## src/rtl/multicycle_control.sv

```systemverilog
// ============================================================================
// Module   : multicycle_control
// Brief    : Multi-cycle FETCH/DECODE/EXEC/MEM/WB sequencer for a MIPS subset
//            with memory-handshake stall, timeout and retire counter.
// Revision : 1.0 - initial release
// ============================================================================
`default_nettype none

module multicycle_control #(
  parameter int WAIT_MAX = 15,
  parameter int CNT_W    = 32
) (
  input  logic             clk,
  input  logic             rst_n,
  input  logic [5:0]       opcode,
  input  logic             mem_ready,
  output logic             pcwrite,
  output logic             pcwritecond,
  output logic             iord,
  output logic             memread,
  output logic             memwrite,
  output logic             irwrite,
  output logic             memtoreg,
  output logic             regdst,
  output logic             regwrite,
  output logic             alusrca,
  output logic [1:0]       alusrcb,
  output logic [1:0]       aluop,
  output logic [1:0]       pcsource,
  output logic             illegal,
  output logic             bus_err,
  output logic [CNT_W-1:0] instret,
  output logic [3:0]       state
);

  typedef enum logic [3:0] {
    S_IDLE   = 4'd0,
    S_FETCH  = 4'd1,
    S_DECODE = 4'd2,
    S_MEMADR = 4'd3,
    S_MEMRD  = 4'd4,
    S_MEMWB  = 4'd5,
    S_MEMWR  = 4'd6,
    S_EXEC   = 4'd7,
    S_RWB    = 4'd8,
    S_BRANCH = 4'd9,
    S_JUMP   = 4'd10,
    S_ADDIEX = 4'd11,
    S_ADDIWB = 4'd12,
    S_HALT   = 4'd13
  } state_t;

  localparam logic [5:0] OP_RTYPE = 6'b000000;
  localparam logic [5:0] OP_LW    = 6'b100011;
  localparam logic [5:0] OP_SW    = 6'b101011;
  localparam logic [5:0] OP_BEQ   = 6'b000100;
  localparam logic [5:0] OP_J     = 6'b000010;
  localparam logic [5:0] OP_ADDI  = 6'b001000;

  // Count value seen on the WAIT_MAX-th consecutive wait cycle.
  localparam logic [7:0] WAIT_LAST = 8'(WAIT_MAX - 1);

  state_t             state_q, state_d;
  logic [7:0]         wait_q, wait_d;
  logic               illegal_q, illegal_d;
  logic               bus_err_q, bus_err_d;
  logic [CNT_W-1:0]   instret_q, instret_d;
  logic               retire;
  logic               timeout;

  assign timeout = (wait_q == WAIT_LAST);

  always_comb begin
    pcwrite     = 1'b0;
    pcwritecond = 1'b0;
    iord        = 1'b0;
    memread     = 1'b0;
    memwrite    = 1'b0;
    irwrite     = 1'b0;
    memtoreg    = 1'b0;
    regdst      = 1'b0;
    regwrite    = 1'b0;
    alusrca     = 1'b0;
    alusrcb     = 2'b00;
    aluop       = 2'b00;
    pcsource    = 2'b00;
    state_d     = state_q;
    wait_d      = 8'd0;
    illegal_d   = illegal_q;
    bus_err_d   = bus_err_q;
    retire      = 1'b0;

    case (state_q)
      S_IDLE: state_d = S_FETCH;

      S_FETCH: begin
        memread = 1'b1;
        alusrcb = 2'b01;
        if (mem_ready) begin
          irwrite = 1'b1;
          pcwrite = 1'b1;
          state_d = S_DECODE;
        end else if (timeout) begin
          bus_err_d = 1'b1;
          state_d   = S_HALT;
        end else begin
          wait_d = wait_q + 8'd1;
        end
      end

      S_DECODE: begin
        alusrcb = 2'b11;
        case (opcode)
          OP_LW, OP_SW: state_d = S_MEMADR;
          OP_RTYPE:     state_d = S_EXEC;
          OP_BEQ:       state_d = S_BRANCH;
          OP_J:         state_d = S_JUMP;
          OP_ADDI:      state_d = S_ADDIEX;
          default: begin
            state_d   = S_HALT;
            illegal_d = 1'b1;
          end
        endcase
      end

      S_MEMADR: begin
        alusrca = 1'b1;
        alusrcb = 2'b10;
        state_d = (opcode == OP_SW) ? S_MEMWR : S_MEMRD;
      end

      S_MEMRD: begin
        iord    = 1'b1;
        memread = 1'b1;
        if (mem_ready) begin
          state_d = S_MEMWB;
        end else if (timeout) begin
          bus_err_d = 1'b1;
          state_d   = S_HALT;
        end else begin
          wait_d = wait_q + 8'd1;
        end
      end

      S_MEMWB: begin
        memtoreg = 1'b1;
        regwrite = 1'b1;
        retire   = 1'b1;
        state_d  = S_FETCH;
      end

      S_MEMWR: begin
        iord     = 1'b1;
        memwrite = 1'b1;
        if (mem_ready) begin
          retire  = 1'b1;
          state_d = S_FETCH;
        end else if (timeout) begin
          bus_err_d = 1'b1;
          state_d   = S_HALT;
        end else begin
          wait_d = wait_q + 8'd1;
        end
      end

      S_EXEC: begin
        alusrca = 1'b1;
        aluop   = 2'b10;
        state_d = S_RWB;
      end

      S_RWB: begin
        regdst   = 1'b1;
        regwrite = 1'b1;
        retire   = 1'b1;
        state_d  = S_FETCH;
      end

      S_BRANCH: begin
        alusrca     = 1'b1;
        aluop       = 2'b01;
        pcwritecond = 1'b1;
        pcsource    = 2'b01;
        retire      = 1'b1;
        state_d     = S_FETCH;
      end

      S_JUMP: begin
        pcwrite  = 1'b1;
        pcsource = 2'b10;
        retire   = 1'b1;
        state_d  = S_FETCH;
      end

      S_ADDIEX: begin
        alusrca = 1'b1;
        alusrcb = 2'b10;
        state_d = S_ADDIWB;
      end

      S_ADDIWB: begin
        regwrite = 1'b1;
        retire   = 1'b1;
        state_d  = S_FETCH;
      end

      S_HALT: state_d = S_HALT;

      default: state_d = S_IDLE;
    endcase

    instret_d = instret_q + {{(CNT_W-1){1'b0}}, retire};
  end

  always_ff @(posedge clk or negedge rst_n) begin
    if (!rst_n) begin
      state_q   <= S_IDLE;
      wait_q    <= 8'd0;
      illegal_q <= 1'b0;
      bus_err_q <= 1'b0;
      instret_q <= '0;
    end else begin
      state_q   <= state_d;
      wait_q    <= wait_d;
      illegal_q <= illegal_d;
      bus_err_q <= bus_err_d;
      instret_q <= instret_d;
    end
  end

  assign illegal = illegal_q;
  assign bus_err = bus_err_q;
  assign instret = instret_q;
  assign state   = state_q;

endmodule

`default_nettype wire

```

## config.mk

```make
export PLATFORM = sky130hd
export DESIGN_NAME = multicycle_control
export DESIGN_NICKNAME = d
export VERILOG_FILES = /design/src/rtl/multicycle_control.sv
export SDC_FILE = /design/constraint.sdc
export NUM_CORES = 1
export LEC_CHECK = 0
export ABC_CLOCK_PERIOD_IN_PS = 3970
export CAP_MARGIN = 40
export CORE_MARGIN = 10
export CORE_UTILIZATION = 53
export DETAILED_ROUTE_END_ITERATION = 6
export GPL_TIMING_DRIVEN = 0
export PLACE_DENSITY = 0.85
export SLEW_MARGIN = 20
export SYNTH_ARGS = -nofsm -noshare
export SYNTH_HDL_FRONTEND = slang
export SYNTH_SLANG_ARGS = --single-unit
```

## constraint.sdc

```tcl
create_clock -name clk -period 3.97 [get_ports clk]
set_clock_uncertainty 0.05 [all_clocks]
set_input_delay 0.794 -clock clk [delete_from_list [all_inputs] [get_ports clk]]
set_output_delay 0.794 -clock clk [all_outputs]
set_load 0.01 [all_outputs]
```

# --- Yosys cells after proc, flatten, opt, wreduce, memory -nomap -nowiden ---
# Cells that the tools add are included.
# W data, S select, Z words.
classes:
  addsub: 2
  eq_ne: 19
  n_mux: 25
  bitwise: 2
  reduce_logical: 14
op_table:
  columns: ["operator", "count"]
  rows:
  - ["$pmux W4 S9", 1]
  - ["$add A32 B1 Y32", 1]
  - ["$eq A4 B4 Y1 const B", 6]
  - ["$mux W8", 3]
  - ["$pmux W4 S5", 1]
  - ["$eq A4 B3 Y1 const B", 4]
  - ["$mux W4", 4]
  - ["$eq A6 B6 Y1 const B", 2]
  - ["$reduce_or A6 Y1", 2]
  - ["$mux W1", 10]
  - ["$add A8 B1 Y8 const B", 1]
  - ["$eq A4 B2 Y1 const B", 2]
  - ["$eq A8 B4 Y1 const B", 1]
  - ["$pmux W2 S2", 2]
  - ["$reduce_or A2 Y1", 4]
  - ["$eq A6 B2 Y1 const B", 1]
  - ["$eq A6 B3 Y1 const B", 1]
  - ["$eq A6 B4 Y1 const B", 1]
  - ["$logic_not A6 Y1", 1]
  - ["$pmux W2 S3", 1]
  - ["$reduce_or A3 Y1", 2]
  - ["$reduce_or A5 Y1", 1]
  - ["$eq A4 B1 Y1 const B", 1]
  - ["$logic_not A4 Y1", 1]
  - ["6 further kinds", 8]
totals:
  ff_bits: 46
  input_bits: 9
  output_inout_bits: 54
  word_cells: 67

# --- Depth between registers and ports, before layout ---
logic_depth:
  word_depth: 4
  ltp_mapped: 11
  ltp_nobuf: 10

# --- Worst setup path before layout ---
# Ideal clock, no wire load.
synth_timing:
  path_type: "register to register"
  from: "reg state_q[0], in the netlist state[0]"
  to: "reg instret_q[14], in the netlist instret[14]"
  setup_ns: 0.129
  arrival_time_ns: 2.041
  t_required_ns: 3.791
  setup_slack_ns: 1.750
  stages_incl_launch_ff: 12
  n_path_buf: 1
  period_less_slack_ns: 2.220
  cell_sequence: "dfrtp_1 > buf_2 > nand2b_1 > inv_1 > a21oi_1 > o21ai_0 > ha_1 > ha_1 > nand2_1 > nor3_2 > nand4_1 > xnor2_1"
synth_via:
  elab_chain_cells: 4
  elab_cells_between_ends: 9
synth_rtl:
  columns: ["element", "line_no", "source"]
  rows:
  - ["from (decl)", "63", "state_t state_q, state_d;"]
  - ["from (signal assigned)", "223", "state_q <= state_d;"]
  - ["$eq A4 B4 Y1 or $eq A4 B3 Y1 (tied branches)", "93", "case (state_q)"]
  - ["$reduce_or A5 Y1 (no source line)", null, null]
  - ["$pmux W1 S2 *", "93", null]
  - ["$add A32 B1 Y32 *", "212", "instret_d = instret_q + {{(CNT_W-1){1'b0}}, retire};"]
  - ["net instret_d[14]", "67", "logic [CNT_W-1:0] instret_q, instret_d;"]
  - ["to (signal assigned)", "227", "instret_q <= instret_d;"]
  - ["to (decl)", "67", null]
# The timed path passes the listed nets; every way through them passes the cells marked *.
# A chain may end at the register's enable or synchronous reset.

# --- Worst setup path after layout ---
layout_timing:
  from: "in mem_ready"
  to: "out pcwrite"
layout_via:
  elab_chain_cells: 2
layout_rtl:
  columns: ["element", "line_no", "source"]
  rows:
  - ["from (decl)", "16", "input logic mem_ready,"]
  - ["$mux W1", "99", "if (mem_ready) begin"]
  - ["$pmux W1 S2", "93", null]
  - ["to (decl)", "17", "output logic pcwrite,"]
# No other way between the ends.

==> flow_metrics.py <==
metrics = {
    "finish": {
        "drive_above_1_share_pct": 12.1,
        "layout_common_cells": "clkdlybuf4s50_1 (60), dfrtp_1 (46), nor2_1 (29)",
        "area.growth.synth_to_final_pct": 31.5,
        "final_common_cell": "clkdlybuf4s50_1",
        "num-nets-final": 334,
        "diodes": 0,
    },
    "timing": {
        "grt_setup_unrepaired": "false",
        "finalSetupTns_ns": 0,
        "hold_violations": 0,
        "fmax_mhz": 320,
        "setup_viol": 0,
        "maxSlewHeadroom_pct": 60.5,
        "tightest_slew_ns": 0.592,
        "final_max_slew_viol_count": 0,
        "min_period_ns": 3.13,
        "fin_crit_sh_pct": 78.7,
    },
    "global_route": {
        "grt_pass1_vias": 2049,
        "track_usage_pct": 15.5,
        "gr-usage-met2_pct": 24.7,
        "antenna_found_initial": 0,
        "met1_usage_pct": 18.4,
        "gr-total-overflow": 0,
        "use_met3_pct": 7.02,
        "busiest_layer": "met2",
        "grt_pass1_wl_um": 9830,
        "grt_max_degree": 25,
    },
    "route": {
        "drc": 0,
        "drt_wl_total_um": 5990,
        "viasPerCell": 5.65,
        "drtIter0Drc": 113,
        "wl_per_cell_um": 15.9,
        "ant_nets": 0,
        "vias": 2126,
        "drtPass1Iterations": 4,
    },
    "setup_path": {
        "endpoint_kind": "primary output",
        "ff2ff_setup_slack_ns": 1.24,
        "cp-endpoint": "pcwrite",
        "reg2reg_depth": 11,
        "critPathKind": "in -> out",
        "timing.rr.end": "instret[20]",
        "cp-startpoint": "mem_ready",
        "arrival_ns": 2.28,
        "worstSetupStartpointType": "input pin",
        "timing.rr.start": "state[1]",
        "worstPathRequired_ns": 3.13,
        "path_max_fanout": 7,
    },
    "power": {
        "peakVddDrop_mv": 0.434,
        "p_total_mw": 1.58,
        "power_density_mw_per_mm2": 470,
        "p_leak_nw": 1.58,
    },
    "cts": {
        "cts_setup_buffers": 0,
        "clk_pin_slew_worst_paths_ns": 0.08,
        "cts_buffer_depth": 2,
        "ctsResizeCount": 0,
        "cts_sinks": 46,
        "h-tree-depth": 2,
        "clk-insertion-delay-late_ns": 0.30,
        "cts_root_buffer": "clkbuf_8",
        "cts_buffers": 5,
        "cts_tree": "yes",
        "cts_hold_buf": 0,
    },
    "job": {
        "maxCapViolCount": 0,
    },
    "floorplan": {
        "start_util_pct": 54.6,
        "fp.dieW_um": 89.5,
        "die-area_mm2": 0.00801,
        "chipHeight_um": 89.5,
        "rows": 25,
        "pin_count": 63,
        "core-area_mm2": 0.00469,
    },
    "placed_design": {
        "hpwlAfterDp_um": 4610,
        "placement.io_buffers": 61,
        "gp_congestion": 0.878,
    },
    "synth": {
        "synth_warnings": 0,
        "synth_nets": 265,
        "synthesis.area_mm2": 0.00256,
        "synth_area_leaders": "dfrtp_1 (45%), xnor2_1 (8.2%), xor2_1 (4.4%)",
        "synth_seq_cells": 46,
        "async_flop_share_pct": 100,
        "seq_area_frac_synth_pct": 44.9,
        "postSynthAreaPerCell_um2": 10.2,
        "yosysTopAreaCell": "dfrtp_1",
        "synth.distinct_cells": 47,
        "synth_ff_type": "dfrtp_1",
        "netlist.area_leader.share_pct": 44.9,
        "synth_edf_count": 0,
        "netlist_instances": 252,
    },
    "hold_path": {
        "hold_class": "reg -> reg",
    },
    "outcome": {
        "run_status": "complete, no violations",
    },
}
==> through the flow <==
stage | util [%] | setup WS [ns] | area [um^2] | std cells | hold slack, ns
2_1_floorplan | - | 1.75 | 2560 | 252 | 0.435
3_3_place_gp | 69.0 | 0.775 | 3240 | 367 | 0.408
3_5_place_dp | 69.5 | 0.681 | 3260 | 368 | 0.415
4_1_cts | 71.8 | 0.840 | 3370 | 376 | 0.436
5_1_grt | 71.8 | 0.775 | 3370 | 376 | 0.447
6_report | 71.8 | 0.844 | 3370 | 376 | 0.434
==> Yosys cell counts, types with 3 or more instances <==
master / number
dfrtp_1: 46
nand4_2: 5
nor2_1: 29
o21ai_0: 7
a21oi_1: 8
and3_1: 8
ha_1: 4
xor2_1: 13
nand4_1: 13
inv_1: 5
nand4_4: 3
xnor2_1: 24
nor3_1: 5
nand3_1: 12
nand2b_1: 8
buf_2: 7
nand2_1: 14
==> worst max-delay path, stage by stage <==
cell and delay [ns]:
clkdlybuf4s50_1 0.52, and3_1 0.22, or2_2 0.27, clkdlybuf4s50_1 0.48
==> cell type report <==
cell class              instances  area, um^2
repair buffers                 62         633
flip-flops and latches         46        1150
inverters                       5        18.8
fillers                       355        1320
plain buffers                  11        65.1
clock buffers                   7        76.3
well taps                      54        67.6
multi-input cells             190        1330
clock inverters                 1        30.0
==> cells by family (layout without fill, tap and decap cells) <==
group,count (synthesis),in the layout,synth area share [%]
and+or+nand+nor,118,118,29.0
DFF,46,46,44.9
xor gates and xnor gates,38,38,13.3
AOI/OAI and AO/OA,30,30,7.52
buffers and inverters,16,86,3.27
adders and majority gates,4,4,1.95
==> how the worst min path moves through the flow <==
| stage | slack, ns | to | depth (start not counted) | startpoint |
|---|---|---|---|---|
| final | 0.43 | bus_err | 1 | bus_err |
| after global routing | 0.45 | bus_err | 1 | bus_err |
| after CTS | 0.44 | instret[31] | 1 | instret[31] |
| after detailed placement | 0.41 | bus_err | 1 | bus_err |
| after global placement | 0.41 | illegal | 1 | illegal |
| after floorplan | 0.44 | wait_q[0] | 1 | wait_q[0] |
==> flip-flops by register name, indices dropped and copies added, names as in the netlist <==
signal,count
bus_err,1
state,4
wait_q,8
illegal,1
instret,32
==> power by group <==
group	total, mW	leakage [nW]	switching [mW]	internal, mW
combinational	0.654	0.901	0.328	0.326
clock	0.338	0.0524	0.149	0.188
sequential	0.593	0.623	0.0663	0.527
total	1.58	1.58	0.543	1.04
==> layer usage <==
layer	up-vias	wire (um)
li1	1025	-
met2	77	2700
met4	0	64
met1	1018	2570
met5	-	0
met3	6	656
Power figures use the tool's default switching activity.
